--- src/rtl/dmem_access_ctrl_if.sv ---
// Bundles the CPU request/response handshake and the data-memory port of the
// access controller; master is the controller view, slave the CPU+memory view.
interface dmem_access_ctrl_if #(
  parameter int AW = 8,
  parameter int DW = 8
);
  logic          req;
  logic          req_we;
  logic [AW-1:0] req_addr;
  logic [3:0]    req_len;
  logic          req_ack;
  logic [DW-1:0] wdata;
  logic          wdata_valid;
  logic          wdata_ready;
  logic [DW-1:0] rdata;
  logic          rdata_valid;
  logic          busy;
  logic          done;
  logic [AW-1:0] mem_addr;
  logic [DW-1:0] mem_in_data;
  logic [DW-1:0] mem_out_data;
  logic          mem_en;
  logic          mem_w_en;

  modport master (
    input  req, req_we, req_addr, req_len, wdata, wdata_valid, mem_out_data,
    output req_ack, wdata_ready, rdata, rdata_valid, busy, done,
           mem_addr, mem_in_data, mem_en, mem_w_en
  );

  modport slave (
    output req, req_we, req_addr, req_len, wdata, wdata_valid, mem_out_data,
    input  req_ack, wdata_ready, rdata, rdata_valid, busy, done,
           mem_addr, mem_in_data, mem_en, mem_w_en
  );
endinterface

--- src/rtl/dmem_access_ctrl.sv ---
// Burst load/store sequencer for an 8-bit data memory port: holds address and
// enable for WAIT_CYC setup cycles, then strobes write or samples read data.
module dmem_access_ctrl #(
  parameter int AW       = 8,
  parameter int DW       = 8,
  parameter int WAIT_CYC = 1
) (
  input logic               clk,
  input logic               rst,
  dmem_access_ctrl_if.master bus
);

  typedef enum logic [1:0] {IDLE, SETUP, STROBE, DONE} state_t;

  localparam logic [3:0]    WAIT_INIT = 4'(WAIT_CYC);
  localparam logic [AW-1:0] ADDR_ONE  = {{(AW-1){1'b0}}, 1'b1};

  state_t        state_q, state_d;
  logic [AW-1:0] cur_addr_q, cur_addr_d;
  logic [3:0]    beats_q, beats_d;
  logic [3:0]    wait_cnt_q, wait_cnt_d;
  logic          we_q, we_d;
  logic          captured_q, captured_d;
  logic          req_ack_q, req_ack_d;
  logic          wdata_ready_q, wdata_ready_d;
  logic [DW-1:0] rdata_q, rdata_d;
  logic          rdata_valid_q, rdata_valid_d;
  logic          busy_q, busy_d;
  logic          done_q, done_d;
  logic [DW-1:0] mem_in_data_q, mem_in_data_d;
  logic          mem_en_q, mem_en_d;
  logic          mem_w_en_q, mem_w_en_d;

  logic wait_expired;
  logic capture;

  // A count of 1 means this is the last setup cycle; 0 only occurs while a store stalls.
  assign wait_expired = (wait_cnt_q <= 4'd1);
  assign capture      = (state_q == SETUP) && wdata_ready_q && bus.wdata_valid;

  always_comb begin
    state_d       = state_q;
    cur_addr_d    = cur_addr_q;
    beats_d       = beats_q;
    wait_cnt_d    = wait_cnt_q;
    we_d          = we_q;
    captured_d    = captured_q;
    req_ack_d     = 1'b0;
    wdata_ready_d = wdata_ready_q;
    rdata_d       = rdata_q;
    rdata_valid_d = 1'b0;
    busy_d        = busy_q;
    done_d        = 1'b0;
    mem_in_data_d = mem_in_data_q;
    mem_en_d      = mem_en_q;
    mem_w_en_d    = 1'b0;

    case (state_q)
      IDLE: begin
        if (bus.req) begin
          cur_addr_d    = bus.req_addr;
          beats_d       = bus.req_len;
          we_d          = bus.req_we;
          wait_cnt_d    = WAIT_INIT;
          captured_d    = 1'b0;
          req_ack_d     = 1'b1;
          busy_d        = 1'b1;
          mem_en_d      = 1'b1;
          wdata_ready_d = bus.req_we;
          state_d       = SETUP;
        end
      end

      SETUP: begin
        if (wait_cnt_q != 4'd0) begin
          wait_cnt_d = wait_cnt_q - 4'd1;
        end
        if (capture) begin
          mem_in_data_d = bus.wdata;
          wdata_ready_d = 1'b0;
          captured_d    = 1'b1;
        end
        // Data captured on this same edge is good enough to strobe next cycle.
        if (wait_expired && (!we_q || captured_q || capture)) begin
          state_d       = STROBE;
          mem_w_en_d    = we_q;
          wdata_ready_d = 1'b0;
        end
      end

      STROBE: begin
        if (!we_q) begin
          rdata_d       = bus.mem_out_data;
          rdata_valid_d = 1'b1;
        end
        if (beats_q == 4'd0) begin
          state_d  = DONE;
          done_d   = 1'b1;
          busy_d   = 1'b0;
          mem_en_d = 1'b0;
        end else begin
          cur_addr_d    = cur_addr_q + ADDR_ONE;
          beats_d       = beats_q - 4'd1;
          wait_cnt_d    = WAIT_INIT;
          captured_d    = 1'b0;
          wdata_ready_d = we_q;
          state_d       = SETUP;
        end
      end

      DONE: begin
        state_d = IDLE;
      end

      default: begin
        state_d = IDLE;
      end
    endcase
  end

  always_ff @(posedge clk or posedge rst) begin
    if (rst) begin
      state_q       <= IDLE;
      cur_addr_q    <= '0;
      beats_q       <= '0;
      wait_cnt_q    <= '0;
      we_q          <= 1'b0;
      captured_q    <= 1'b0;
      req_ack_q     <= 1'b0;
      wdata_ready_q <= 1'b0;
      rdata_q       <= '0;
      rdata_valid_q <= 1'b0;
      busy_q        <= 1'b0;
      done_q        <= 1'b0;
      mem_in_data_q <= '0;
      mem_en_q      <= 1'b0;
      mem_w_en_q    <= 1'b0;
    end else begin
      state_q       <= state_d;
      cur_addr_q    <= cur_addr_d;
      beats_q       <= beats_d;
      wait_cnt_q    <= wait_cnt_d;
      we_q          <= we_d;
      captured_q    <= captured_d;
      req_ack_q     <= req_ack_d;
      wdata_ready_q <= wdata_ready_d;
      rdata_q       <= rdata_d;
      rdata_valid_q <= rdata_valid_d;
      busy_q        <= busy_d;
      done_q        <= done_d;
      mem_in_data_q <= mem_in_data_d;
      mem_en_q      <= mem_en_d;
      mem_w_en_q    <= mem_w_en_d;
    end
  end

  assign bus.req_ack     = req_ack_q;
  assign bus.wdata_ready = wdata_ready_q;
  assign bus.rdata       = rdata_q;
  assign bus.rdata_valid = rdata_valid_q;
  assign bus.busy        = busy_q;
  assign bus.done        = done_q;
  assign bus.mem_addr    = cur_addr_q;
  assign bus.mem_in_data = mem_in_data_q;
  assign bus.mem_en      = mem_en_q;
  assign bus.mem_w_en    = mem_w_en_q;

endmodule
--- src/flat_wrapper.sv ---
// flat-port wrapper written by rule: the top's interface ports become plain ports
module dmem_access_ctrl_flat 
#(
  parameter int AW       = 8,
  parameter int DW       = 8,
  parameter int WAIT_CYC = 1
)
  (clk, rst, bus_req, bus_req_we, bus_req_addr, bus_req_len, bus_wdata, bus_wdata_valid, bus_mem_out_data, bus_req_ack, bus_wdata_ready, bus_rdata, bus_rdata_valid, bus_busy, bus_done, bus_mem_addr, bus_mem_in_data, bus_mem_en, bus_mem_w_en);
  dmem_access_ctrl_if #(.AW(AW), .DW(DW)) bus_i ();
  input logic clk;
  input logic rst;
  input wire logic [$bits(bus_i.req)-1:0] bus_req;
  input wire logic [$bits(bus_i.req_we)-1:0] bus_req_we;
  input wire logic [$bits(bus_i.req_addr)-1:0] bus_req_addr;
  input wire logic [$bits(bus_i.req_len)-1:0] bus_req_len;
  input wire logic [$bits(bus_i.wdata)-1:0] bus_wdata;
  input wire logic [$bits(bus_i.wdata_valid)-1:0] bus_wdata_valid;
  input wire logic [$bits(bus_i.mem_out_data)-1:0] bus_mem_out_data;
  output wire logic [$bits(bus_i.req_ack)-1:0] bus_req_ack;
  output wire logic [$bits(bus_i.wdata_ready)-1:0] bus_wdata_ready;
  output wire logic [$bits(bus_i.rdata)-1:0] bus_rdata;
  output wire logic [$bits(bus_i.rdata_valid)-1:0] bus_rdata_valid;
  output wire logic [$bits(bus_i.busy)-1:0] bus_busy;
  output wire logic [$bits(bus_i.done)-1:0] bus_done;
  output wire logic [$bits(bus_i.mem_addr)-1:0] bus_mem_addr;
  output wire logic [$bits(bus_i.mem_in_data)-1:0] bus_mem_in_data;
  output wire logic [$bits(bus_i.mem_en)-1:0] bus_mem_en;
  output wire logic [$bits(bus_i.mem_w_en)-1:0] bus_mem_w_en;
  assign bus_i.req = bus_req;
  assign bus_i.req_we = bus_req_we;
  assign bus_i.req_addr = bus_req_addr;
  assign bus_i.req_len = bus_req_len;
  assign bus_i.wdata = bus_wdata;
  assign bus_i.wdata_valid = bus_wdata_valid;
  assign bus_i.mem_out_data = bus_mem_out_data;
  assign bus_req_ack = bus_i.req_ack;
  assign bus_wdata_ready = bus_i.wdata_ready;
  assign bus_rdata = bus_i.rdata;
  assign bus_rdata_valid = bus_i.rdata_valid;
  assign bus_busy = bus_i.busy;
  assign bus_done = bus_i.done;
  assign bus_mem_addr = bus_i.mem_addr;
  assign bus_mem_in_data = bus_i.mem_in_data;
  assign bus_mem_en = bus_i.mem_en;
  assign bus_mem_w_en = bus_i.mem_w_en;
  dmem_access_ctrl #(.AW(AW), .DW(DW), .WAIT_CYC(WAIT_CYC)) u_core (.clk(clk), .rst(rst), .bus(bus_i));
endmodule
--- config.mk ---
export PLATFORM = sky130hd
export DESIGN_NAME = dmem_access_ctrl_flat
export DESIGN_NICKNAME = d
export VERILOG_FILES = /design/src/rtl/dmem_access_ctrl_if.sv /design/src/rtl/dmem_access_ctrl.sv /design/src/flat_wrapper.sv
export SDC_FILE = /design/constraint.sdc
export NUM_CORES = 1
export LEC_CHECK = 0
export ABC_AREA = 1
export CORE_UTILIZATION = 40
export DETAILED_ROUTE_END_ITERATION = 12
export PLACE_DENSITY = 0.69
export SLEW_MARGIN = 5
export SYNTH_ARGS = -nofsm -noshare
export SYNTH_HDL_FRONTEND = slang
export SYNTH_SLANG_ARGS = --single-unit
--- constraint.sdc ---
create_clock -name clk -period 2.07 [get_ports clk]
set_clock_uncertainty 0.05 [all_clocks]
set_input_delay 0.414 -clock clk [delete_from_list [all_inputs] [get_ports clk]]
set_output_delay 0.414 -clock clk [all_outputs]
set_load 0.005 [all_outputs]
## Word-level counts from Yosys, hierarchy flattened

Index checks and enable logic that the tools add are counted.

| word-level totals | value |
|---|---|
| register bits after elaboration | 42 |
| bits in latches | 0 |
| memory bits (writable) | 0 |
| bits in read-only memories | 0 |
| bits of input ports | 33 |
| output and inout port bits | 31 |
| logic and storage cells | 83 |
| memories kept | 0 |

| cells by class | value |
|---|---|
| add/sub/neg operators | 3 |
| $mul | 0 |
| div/mod/pow operators | 0 |
| magnitude comparators | 1 |
| eq/ne operators | 10 |
| shifts and indexed selects | 0 |
| mux-type cells | 34 |
| bitwise operators | 1 |
| reductions and logical operators | 20 |

Operators with widths:

| kind | number |
|---|---|
| $mux 4 | 5 |
| $mux 1 | 17 |
| $mux 8 | 2 |
| $pmux 8 s2 | 1 |
| $pmux 4 s3 | 1 |
| $reduce_and 4->1 | 3 |
| $add 8x1->8 const B | 1 |
| $ne 2x2->1 const B | 4 |
| $pmux 2 s4 | 1 |
| $pmux 4 s2 | 1 |
| $reduce_and 2->1 | 4 |
| $sub 4x1->4 const B | 2 |
| $mux 2 | 3 |
| $pmux 1 s3 | 2 |
| $reduce_and 3->1 | 2 |
| $eq 2x2->1 const B | 2 |
| $le 4x1->1 const B | 1 |
| $logic_not 4->1 | 1 |
| $ne 2x1->1 const B | 2 |
| $reduce_bool 4->1 | 1 |
| $logic_and 1x1->1 | 3 |
| $ne 3x2->1 const B | 1 |
| $reduce_bool 3->1 | 1 |
| $eq 2x1->1 const B | 1 |
| other kinds (6) | 7 |

## Depth between registers and ports, before layout

Gate-level depths: netlist of the first run.

| depth | value |
|---|---|
| depth in word-level cells | 7 |
| gate-level depth with buffers | 10 |
| gate-level depth less buffers | 9 |

## Least setup slack after synthesis of the first run

OpenSTA, ideal clock, no wires.

| path | value |
|---|---|
| path type | reg2reg |
| start point | register u_core.state_q[1] |
| end point | register u_core.wdata_ready_q, in the netlist u_core.bus.wdata_ready |
| library setup time | 117 ps |
| data arrival time | 1351 ps |
| required time | 1903 ps |
| slack | 552 ps |
| stages on the path, launching flop included | 9 |
| path buffers | 1 |
| clock period less this slack | 1518 ps |
| path through | dfrtp_1 inv_1 ha_1 nand3_1 buf_2 nand2_1 nand3_1 nand3_1 nand2_1 |

| on the way | value |
|---|---|
| longest elaborated chain between the ends | 7 |
| elaborated cells between the ends (all ways) | 14 |
| those cells by class | 5 x eq/ne; 2 x mux; 7 x reduce/logical |

Ends and longest elaborated chain:

| item | line | text |
|---|---|---|
| start: declaration | dmem_access_ctrl.sv:18 | `state_t state_q, state_d;` |
| start signal: assignment | dmem_access_ctrl.sv:139 | `state_q <= state_d;` |
| $eq 2x1->1 | dmem_access_ctrl.sv:39, dmem_access_ctrl.sv:58 |  |
| $logic_and 1x1->1 (2 in a row) | dmem_access_ctrl.sv:39 | `assign capture = (state_q == SETUP) && wdata_ready_q && bus.wdata_valid;` |
| $logic_or 1x1->1 | dmem_access_ctrl.sv:84 | `if (wait_expired && (!we_q \|\| captured_q \|\| capture)) begin` |
| $logic_and 1x1->1 | dmem_access_ctrl.sv:84 |  |
| $ne 3x2->1 (no source line) or $mux 1 (tied branches) | -- |  |
| $reduce_and 4->1 (no source line) or $pmux 1 s3 (tied branches) | -- |  |
| end signal: assignment | dmem_access_ctrl.sv:146 | `wdata_ready_q <= wdata_ready_d;` |
| end: declaration | dmem_access_ctrl.sv:25 | `logic wdata_ready_q, wdata_ready_d;` |

Several ways; a longest one is shown, not always the timed one.
A chain may end at the register's enable or synchronous reset.

## Final worst setup path of the first run

| path | value |
|---|---|
| start point | register u_core.state_q[0] |
| end point | register u_core.beats_q[2] |

| on the way | value |
|---|---|
| longest elaborated chain between the ends | 3 |
| elaborated cells between the ends (all ways) | 7 |
| those cells by class | 3 x eq/ne; 1 x mux; 3 x reduce/logical |

Ends and longest elaborated chain:

| item | line | text |
|---|---|---|
| $eq 2x2->1 or $logic_not 2->1 (tied branches) | dmem_access_ctrl.sv:58 | `case (state_q)` |
| $ne 2x2->1 (no source line) or $reduce_bool 2->1 (tied branches) | -- |  |
| $reduce_and 3->1 (no source line) | -- |  |
| end signal: assignment | dmem_access_ctrl.sv:141 | `beats_q <= beats_d;` |
| end: declaration | dmem_access_ctrl.sv:20 | `logic [3:0] beats_q, beats_d;` |

Several ways; a longest one is shown, not always the timed one.

==> results.ini, run 1 <==
[critical_path]
crit_type=flop to flop
crit_path_max_incr_delay_ns=0.43
slowest_stage=dfrtp_1
r2r_cells=7
arrival_ns=1.94
cp-start-kind=flop
crit_fanout=16
cp.required_ns=2.20
path_cells=inv_1, ha_1, nand3_2, nand2_2, inv_2, nand2_1, o21ai_0
end_kind=flop

[logic_synthesis]
netlist_instances=283
seq_area_frac_synth_pct=48.2
syn_avg_cell_area_sq_um=7.71
synthDistinctLibCells=24
yosysTopAreaCellShare_pct=48.2
syn_nets=326
synthTopCellsByArea=dfrtp_1 48%, nand2_1 20%, ha_1 5.7%
synth-seq-cells=42
yosysTopAreaCell=dfrtp_1
synth_area_sq_mm=0.00218
ys_warn_count=0

[cts]
cts_root_buf=clkbuf_8
cts_hold_buf=0
insertion_delay_ns=0.30
postCtsSetupRepairBufs=0
cts_max_level=2
max-clock-path-buffers=2
cts_tree=built
cts_made_buffers=5
clkTransAtPathRegs_ns=0.08
cts.repair.resized=0
clkSinkCount=42

[finish]
n_fill_cell=460
antenna_cells=0
final-seq-area_sq_mm=0.00105
multi_input_area_sq_um=982
layout-drive-gt1-share_pct=7.32
area_growth_pct=39.8
layout_commonest_cell=nand2_1
final_nets=397
final_cell_mix=118 x nand2_1, 63 x clkdlybuf4s50_1, 42 x dfrtp_1, 25 x inv_1, 23 x nor2_1

[run_status]
status=completed

[sta]
tns_ns=0
worst_slew_pin_slew_ns=0.514
period_share_pct=87.4
rsz0062_at_grt=no
drv_slew=0
max_slew_margin_pct=65.7
fmax_mhz=553
hold_viol=0
setup_viol=0
period_needed_ns=1.81

[global_route]
grt_pass1_wl_um=7620
antenna_found_initial=0
grt_pass1_vias=1735
grt_remaining_overflow=0
grt_start_max_net_pins=43
grt_use_total_pct=17.7

[drt]
via_per_inst=4.60
drc=0
detail-route-antenna-nets=0
drt-pass1-iter-count=4
wire_per_inst_um=11.0
drt-total-wl_um=4690
vias=1955
drt_iter0_markers=61

[floorplanning]
start_util_pct=42.2
die-area_sq_mm=0.00575
die_h_um=75.9
die_w_um=75.9
num_rows=26
core_area_sq_mm=0.00517
io_pins=64

[pwr]
ir_drop_mv=0.652
p_leak_uw=0.00153
p_total_uw=4440
p_per_area_mw_per_mm2=1460

[min_path]
hp-class=flop to flop
worstHoldPathCells=2

[placement]
numPortBuffers=63
gp_congestion=0.810
hpwl_um=3410

[run]
max_cap_viol_count=0

cell type report:
type,instances,area share (%)
Timing Repair Buffer,70,22.4
Tap cell,70,2.87
Clock inverter,2,1.97
Clock buffer,6,2.71
Multi-Input combinational cell,208,32.2
Sequential cell,42,34.5
Inverter,27,3.40
critical path: cells and delay by family, from the launching register on:
family	cells	cell delay (ns)
adders and majority gates	1	0.29
and+or+nand+nor	3	0.58
AOI/OAI and AO/OA	1	0.07
DFF	1	0.43
buffers and inverters	2	0.27
flip-flops by register name (all words and copies together) (netlist names), 2 cells and up:
| register | flops |
|---|---|
| u_core.beats_q | 4 |
| u_core.bus.mem_addr | 8 |
| u_core.bus.mem_in_data | 8 |
| u_core.bus.rdata | 8 |
| u_core.state_q | 2 |
| u_core.wait_cnt_q | 4 |
stage by stage:
step           worst slack, ns  instance area, sq um  std cells  hold slack (ns)  utilization, %
6_report                 0.261                  3050        425            0.424            59.0
5_1_grt                 0.0609                  3050        425            0.455            59.0
3_5_place_dp             0.202                  2910        417            0.409            56.2
2_1_floorplan            0.552                  2180        283            0.409               -
4_1_cts                  0.252                  3050        425            0.430            59.0
3_3_place_gp             0.258                  2910        417            0.403            56.2
synthesized netlist by cell type:
library cell	n
nand2_1	118
dfrtp_1	42
inv_1	25
nor2_1	23
o21ai_0	20
nand3_1	16
ha_1	10
a21oi_1	3
buf_2	3
nor2_2	3
xnor2_1	3
buf_6	2
nand3b_1	2
nand4_1	2
or2_2	2
buf_4	1
inv_2	1
inv_4	1
nand2_2	1
nand3_2	1
nor3_1	1
o21ai_1	1
o21ai_2	1
o31ai_2	1
final timing paths:
check	from	to	slack [ns]
worst max-delay path	u_core.state_q[0]$_DFFE_PP0P_	u_core.beats_q[2]$_DFFE_PP0P_	0.26
worst min-delay path	u_core.bus.rdata[0]$_DFFE_PP0P_	u_core.bus.rdata[0]$_DFFE_PP0P_	0.42
worst max register to register	u_core.state_q[0]$_DFFE_PP0P_	u_core.beats_q[2]$_DFFE_PP0P_	0.26
worst min register to register	u_core.bus.rdata[0]$_DFFE_PP0P_	u_core.bus.rdata[0]$_DFFE_PP0P_	0.42
max in group asynchronous	rst	u_core.bus.mem_addr[4]$_DFFE_PP0P_	1.12
min in group asynchronous	rst	u_core.bus.rdata[2]$_DFFE_PP0P_	0.49
metal layers:
metal  up-vias  share of wire (%)  GRT usage (%)
met2        55                 47           31.4
li1       1021                  -              -
met4         0                1.9           6.79
met1       871                 45           21.1
met3         8                6.3           3.70
met5         -                  0              0
power by group:
| part | internal (uW) | switching [uW] |
|---|---|---|
| combinational | 1070 | 1100 |
| sequential | 1200 | 280 |
| clock | 514 | 285 |
| total | 2780 | 1660 |
cell families after synthesis:
family                     after synthesis  synth area share, %
and+or+nand+nor                        169                 31.6
DFF                                     42                 48.2
buffers and inverters                   33                 6.82
AOI/OAI and AO/OA                       26                 6.48
adders and majority gates               10                 5.73
xor gates and xnor gates                 3                 1.20
No activity file was read; power rests on OpenSTA's default activity.
==> run 2: changes to the inputs <==
Settings changed: CORE_MARGIN set to 2, CTS_BUF_LIST set to sky130_fd_sc_hd__clkbuf_8.
==> results.ini, run 2 (synthesis results as in run 1) <==
[drt]
drt-pass1-iter-count=4
vias=1958
drc=0
drt-total-wl_um=4790
drt_iter0_markers=80
detail-route-antenna-nets=0
via_per_inst=4.63
wire_per_inst_um=11.3

[sta]
max_slew_margin_pct=66.0
fmax_mhz=543
rsz0062_at_grt=no
worst_slew_pin_slew_ns=0.510
setup_viol=0
period_share_pct=89.0
hold_viol=0
drv_slew=0
period_needed_ns=1.84
tns_ns=0

[cts]
cts_root_buf=clkbuf_8
clkSinkCount=42
postCtsSetupRepairBufs=0
clkTransAtPathRegs_ns=0.08
cts_tree=built
max-clock-path-buffers=2
cts_hold_buf=0
cts_max_level=2
cts.repair.resized=0
insertion_delay_ns=0.29
cts_made_buffers=5

[min_path]
hp-class=flop to flop

[finish]
area_growth_pct=36.5
layout_commonest_cell=nand2_1
final_core_util_pct=57.6
final_nets=396
final_cell_mix=118 x nand2_1, 63 x clkdlybuf4s50_1, 42 x dfrtp_1, 25 x inv_1, 23 x nor2_1
fin_cells=423
antenna_cells=0
layout-drive-gt1-share_pct=6.80

[floorplanning]
start_util_pct=42.2
io_pins=64
die_h_um=77.9
die_w_um=77.9
core_area_sq_mm=0.00517
num_rows=26
die-area_sq_mm=0.00606

[critical_path]
crit_fanout=16
cp.required_ns=2.20
crit_type=flop to flop
cp-start-kind=flop
arrival_ns=1.97
end_kind=flop

[global_route]
grt_remaining_overflow=0
grt_pass1_wl_um=8520
grt_pass1_vias=1879
grt_use_total_pct=17.4
grt_start_max_net_pins=43
antenna_found_initial=0

[placement]
dp_cells=416
gp_congestion=0.755
numPortBuffers=63
hpwl_um=3550

[pwr]
p_switching_uw=1660
p_leak_uw=0.00150
switching_share_pct=40.0
p_per_area_mw_per_mm2=1390
p_comb_share_pct=52.2
ir_drop_mv=0.626
power_frac_seq_pct=35.8
p_int_uw=2480
clock_power_share_pct=12.0

[run]
max_cap_viol_count=0

[run_status]
status=completed

## run 2: power by group through the flow
stage | logic (uW) | registers (uW) | clock network, uW
6_report | 2160 | 1480 | 499
5_1_grt | 2490 | 1540 | 541
4_1_cts | 2190 | 1490 | 514
3_5_place_dp | 2180 | 1500 | 0
3_3_place_gp | 2120 | 1480 | 0
2_1_floorplan | 1290 | 1470 | 0
## run 2: per-stage QoR
step	setup WS (ns)	instance area [sq um]	hold WS (ns)	power (uW)
after floorplan	0.552	2180	0.409	2760
after global placement	0.259	2900	0.402	3610
after detailed placement	0.241	2900	0.409	3670
after CTS	0.231	2980	0.427	4180
after global routing	0.0356	2980	0.461	4570
final	0.227	2980	0.421	4140
## run 2: path summary, 6_finish.rpt
kind / from / to / slack [ns] / cells after the start
setup / recovery: u_core.state_q[0]$_DFFE_PP0P_ / u_core.beats_q[2]$_DFFE_PP0P_ / 0.23 / 7
hold / removal: u_core.bus.rdata[7]$_DFFE_PP0P_ / u_core.bus.rdata[7]$_DFFE_PP0P_ / 0.42 / 2
setup reg to reg: u_core.state_q[0]$_DFFE_PP0P_ / u_core.beats_q[2]$_DFFE_PP0P_ / 0.23 / 7
hold reg to reg: u_core.bus.rdata[7]$_DFFE_PP0P_ / u_core.bus.rdata[7]$_DFFE_PP0P_ / 0.42 / 2
max in group asynchronous: rst / u_core.bus.rdata[3]$_DFFE_PP0P_ / 1.10 / 3
min in group asynchronous: rst / u_core.we_q$_DFFE_PP0P_ / 0.52 / 3
## run 2: worst max-delay path: stages, from the launching register on
cell and delay [ns]:
dfrtp_1 0.43, inv_1 0.13, ha_1 0.32, nand3_2 0.20
nand2_2 0.30, inv_2 0.14, nand2_1 0.09, o21ai_0 0.07
## run 2: layout make-up
cell class / instances / area [sq um]
well taps: 70 / 87.6
repair buffers: 69 / 676
clock buffers: 5 / 68.8
flip-flops and latches: 42 / 1050
multi-input cells: 208 / 982
inverters: 27 / 104
fillers: 486 / 2190
clock inverters: 2 / 10.0
## run 2: metal layers
metal | GRT usage (%) | vias to the layer above | share of wire [%]
li1 | - | 1016 | -
met1 | 22.6 | 888 | 48
met2 | 28.3 | 47 | 46
met3 | 4.53 | 7 | 5.3
met4 | 5.36 | 0 | 1.4
met5 | 0 | - | 0
==> RTL change, RTL diff (settings of run 2) <==
`AW` is set to 8 in 3 places; all go to 9.
--- a/src/rtl/dmem_access_ctrl_if.sv
+++ b/src/rtl/dmem_access_ctrl_if.sv
@@ -1,7 +1,7 @@
 // Bundles the CPU request/response handshake and the data-memory port of the
 // access controller; master is the controller view, slave the CPU+memory view.
 interface dmem_access_ctrl_if #(
-  parameter int AW = 8,
+  parameter int AW = 9,
   parameter int DW = 8
 );
   logic          req;
--- a/src/rtl/dmem_access_ctrl.sv
+++ b/src/rtl/dmem_access_ctrl.sv
@@ -1,7 +1,7 @@
 // Burst load/store sequencer for an 8-bit data memory port: holds address and
 // enable for WAIT_CYC setup cycles, then strobes write or samples read data.
 module dmem_access_ctrl #(
-  parameter int AW       = 8,
+  parameter int AW       = 9,
   parameter int DW       = 8,
   parameter int WAIT_CYC = 1
 ) (
--- a/src/flat_wrapper.sv
+++ b/src/flat_wrapper.sv
@@ -1,7 +1,7 @@
 // flat-port wrapper written by rule: the top's interface ports become plain ports
 module dmem_access_ctrl_flat 
 #(
-  parameter int AW       = 8,
+  parameter int AW       = 9,
   parameter int DW       = 8,
   parameter int WAIT_CYC = 1
 )
Interface: changed (resized bus_mem_addr and bus_req_addr); port bits go from 64 to 66. No check against the original RTL was run, so the function may have changed too.
==> RTL change against run 2 <==
Sequential cell count up 1; setup slack better by 52 ps; synthesized area increased by 3.9%; count of clock-buffer cells in the layout did not move; hold slack got worse by 26 ps; clock power grew 54%; total power is 10% higher; via count rose by 5.8%; routed wire length rose by 4.5%; critical path depth rose by 2; cell area increased by 5.9%; fmax increased by 2.9%; critical endpoint is now u_core.bus.mem_addr[5]$_DFFE_PP0P_; largest cell class unchanged; largest power group unchanged.
==> RTL change: results <==
synthesis:
  synth-compound-area-share_pct: 7.009
  synth_xor_xnor_area_share_pct: 0.3863
  synthesis.instances: 300
  yosys.cell_types.count: 26
  synthTopCellsByCount: "nand2_1 (119), dfrtp_1 (43), inv_1 (30), nor2_1 (27), nand3_1 (19)"
  synthesis.nets: 344
  ys_seq_area_share_pct: 47.46
  synthTopCellsByArea: "dfrtp_1 (47%), nand2_1 (20%), ha_1 (5.5%)"
routing:
  met1_length_um: 2345
  wl_met2_um: 2316
  dr_wl_met3_um: 257
  wl_per_cell_um: 11.28
global_route:
  grt_pass1_wl_um: 8459
  gr-usage-met2_pct: 28.22
  grt_max_degree: 44
  use_met3_pct: 3.409
  grt_use_total_pct: 17.02
  grtUsageMet1_pct: 21.38
final_layout:
  drive_above_1_share_pct: 5.914
  fin_cells: 444
  multi_input_area_share_pct: 32.57
  clock_area_share_pct: 4.205
  fill_cells: 495
  nonClkBufAreaFrac_pct: 22.45
  multi_input_gates: 218
  inv_count: 32
  fin_nets: 415
  seq_share_pct: 34.11
  final_util_pct: 57.28
power:
  power.switching_mw: 1.763
  combPwrFrac_pct: 49.8
  ir_drop_v: 0.0006434
  clkPwrFrac_pct: 16.8
  pg_seq_mw: 1.53
placement:
  io_buffers: 65
  dp_hpwl_um: 3664
  pre_cts_slack_ps: 265.2
  gp_congestion: 0.8135
  dpl_cell_area_um2: 3022
critical_path:
  r2r_cells: 9
  critical_path.max_fanout: 12
  reg2reg_slack_ps: 280
  crit_end: "u_core.bus.mem_addr[5]$_DFFE_PP0P_"
timing:
  tightest_slew_ps: 289.5
clock_tree:
  clock-sinks: 43
  postCtsSetupRepairBufs: 0
  numCtsBuffers: 5
die:
  dieArea_um2: 6286
hold_path:
  hp-class: "input pin to async pin"
status:
  outcome: "complete, no violations"
[RTL change: worst min-delay path by stage]
stage               slack [ps]                            start  depth (start not counted)                                    end
floorplan                  410    u_core.captured_q$_DFFE_PP0P_                          2          u_core.captured_q$_DFFE_PP0P_
global placement           400  u_core.bus.rdata[6]$_DFFE_PP0P_                          2        u_core.bus.rdata[6]$_DFFE_PP0P_
global route               410                              rst                          3  u_core.bus.mem_in_data[7]$_DFFE_PP0P_
finish                     400                              rst                          3     u_core.bus.mem_addr[8]$_DFFE_PP0P_
CTS                        410                              rst                          3     u_core.bus.mem_addr[8]$_DFFE_PP0P_
detailed placement         410  u_core.bus.rdata[6]$_DFFE_PP0P_                          2        u_core.bus.rdata[6]$_DFFE_PP0P_
[RTL change: critical path, stage by stage, from the launching register on]
cell	delay, ps
dfrtp_1	430
inv_1	120
ha_1	290
inv_2	170
o21ai_2	170
nand2_2	90
buf_4	190
nor2_1	90
nand2_1	50
o21ai_1	60
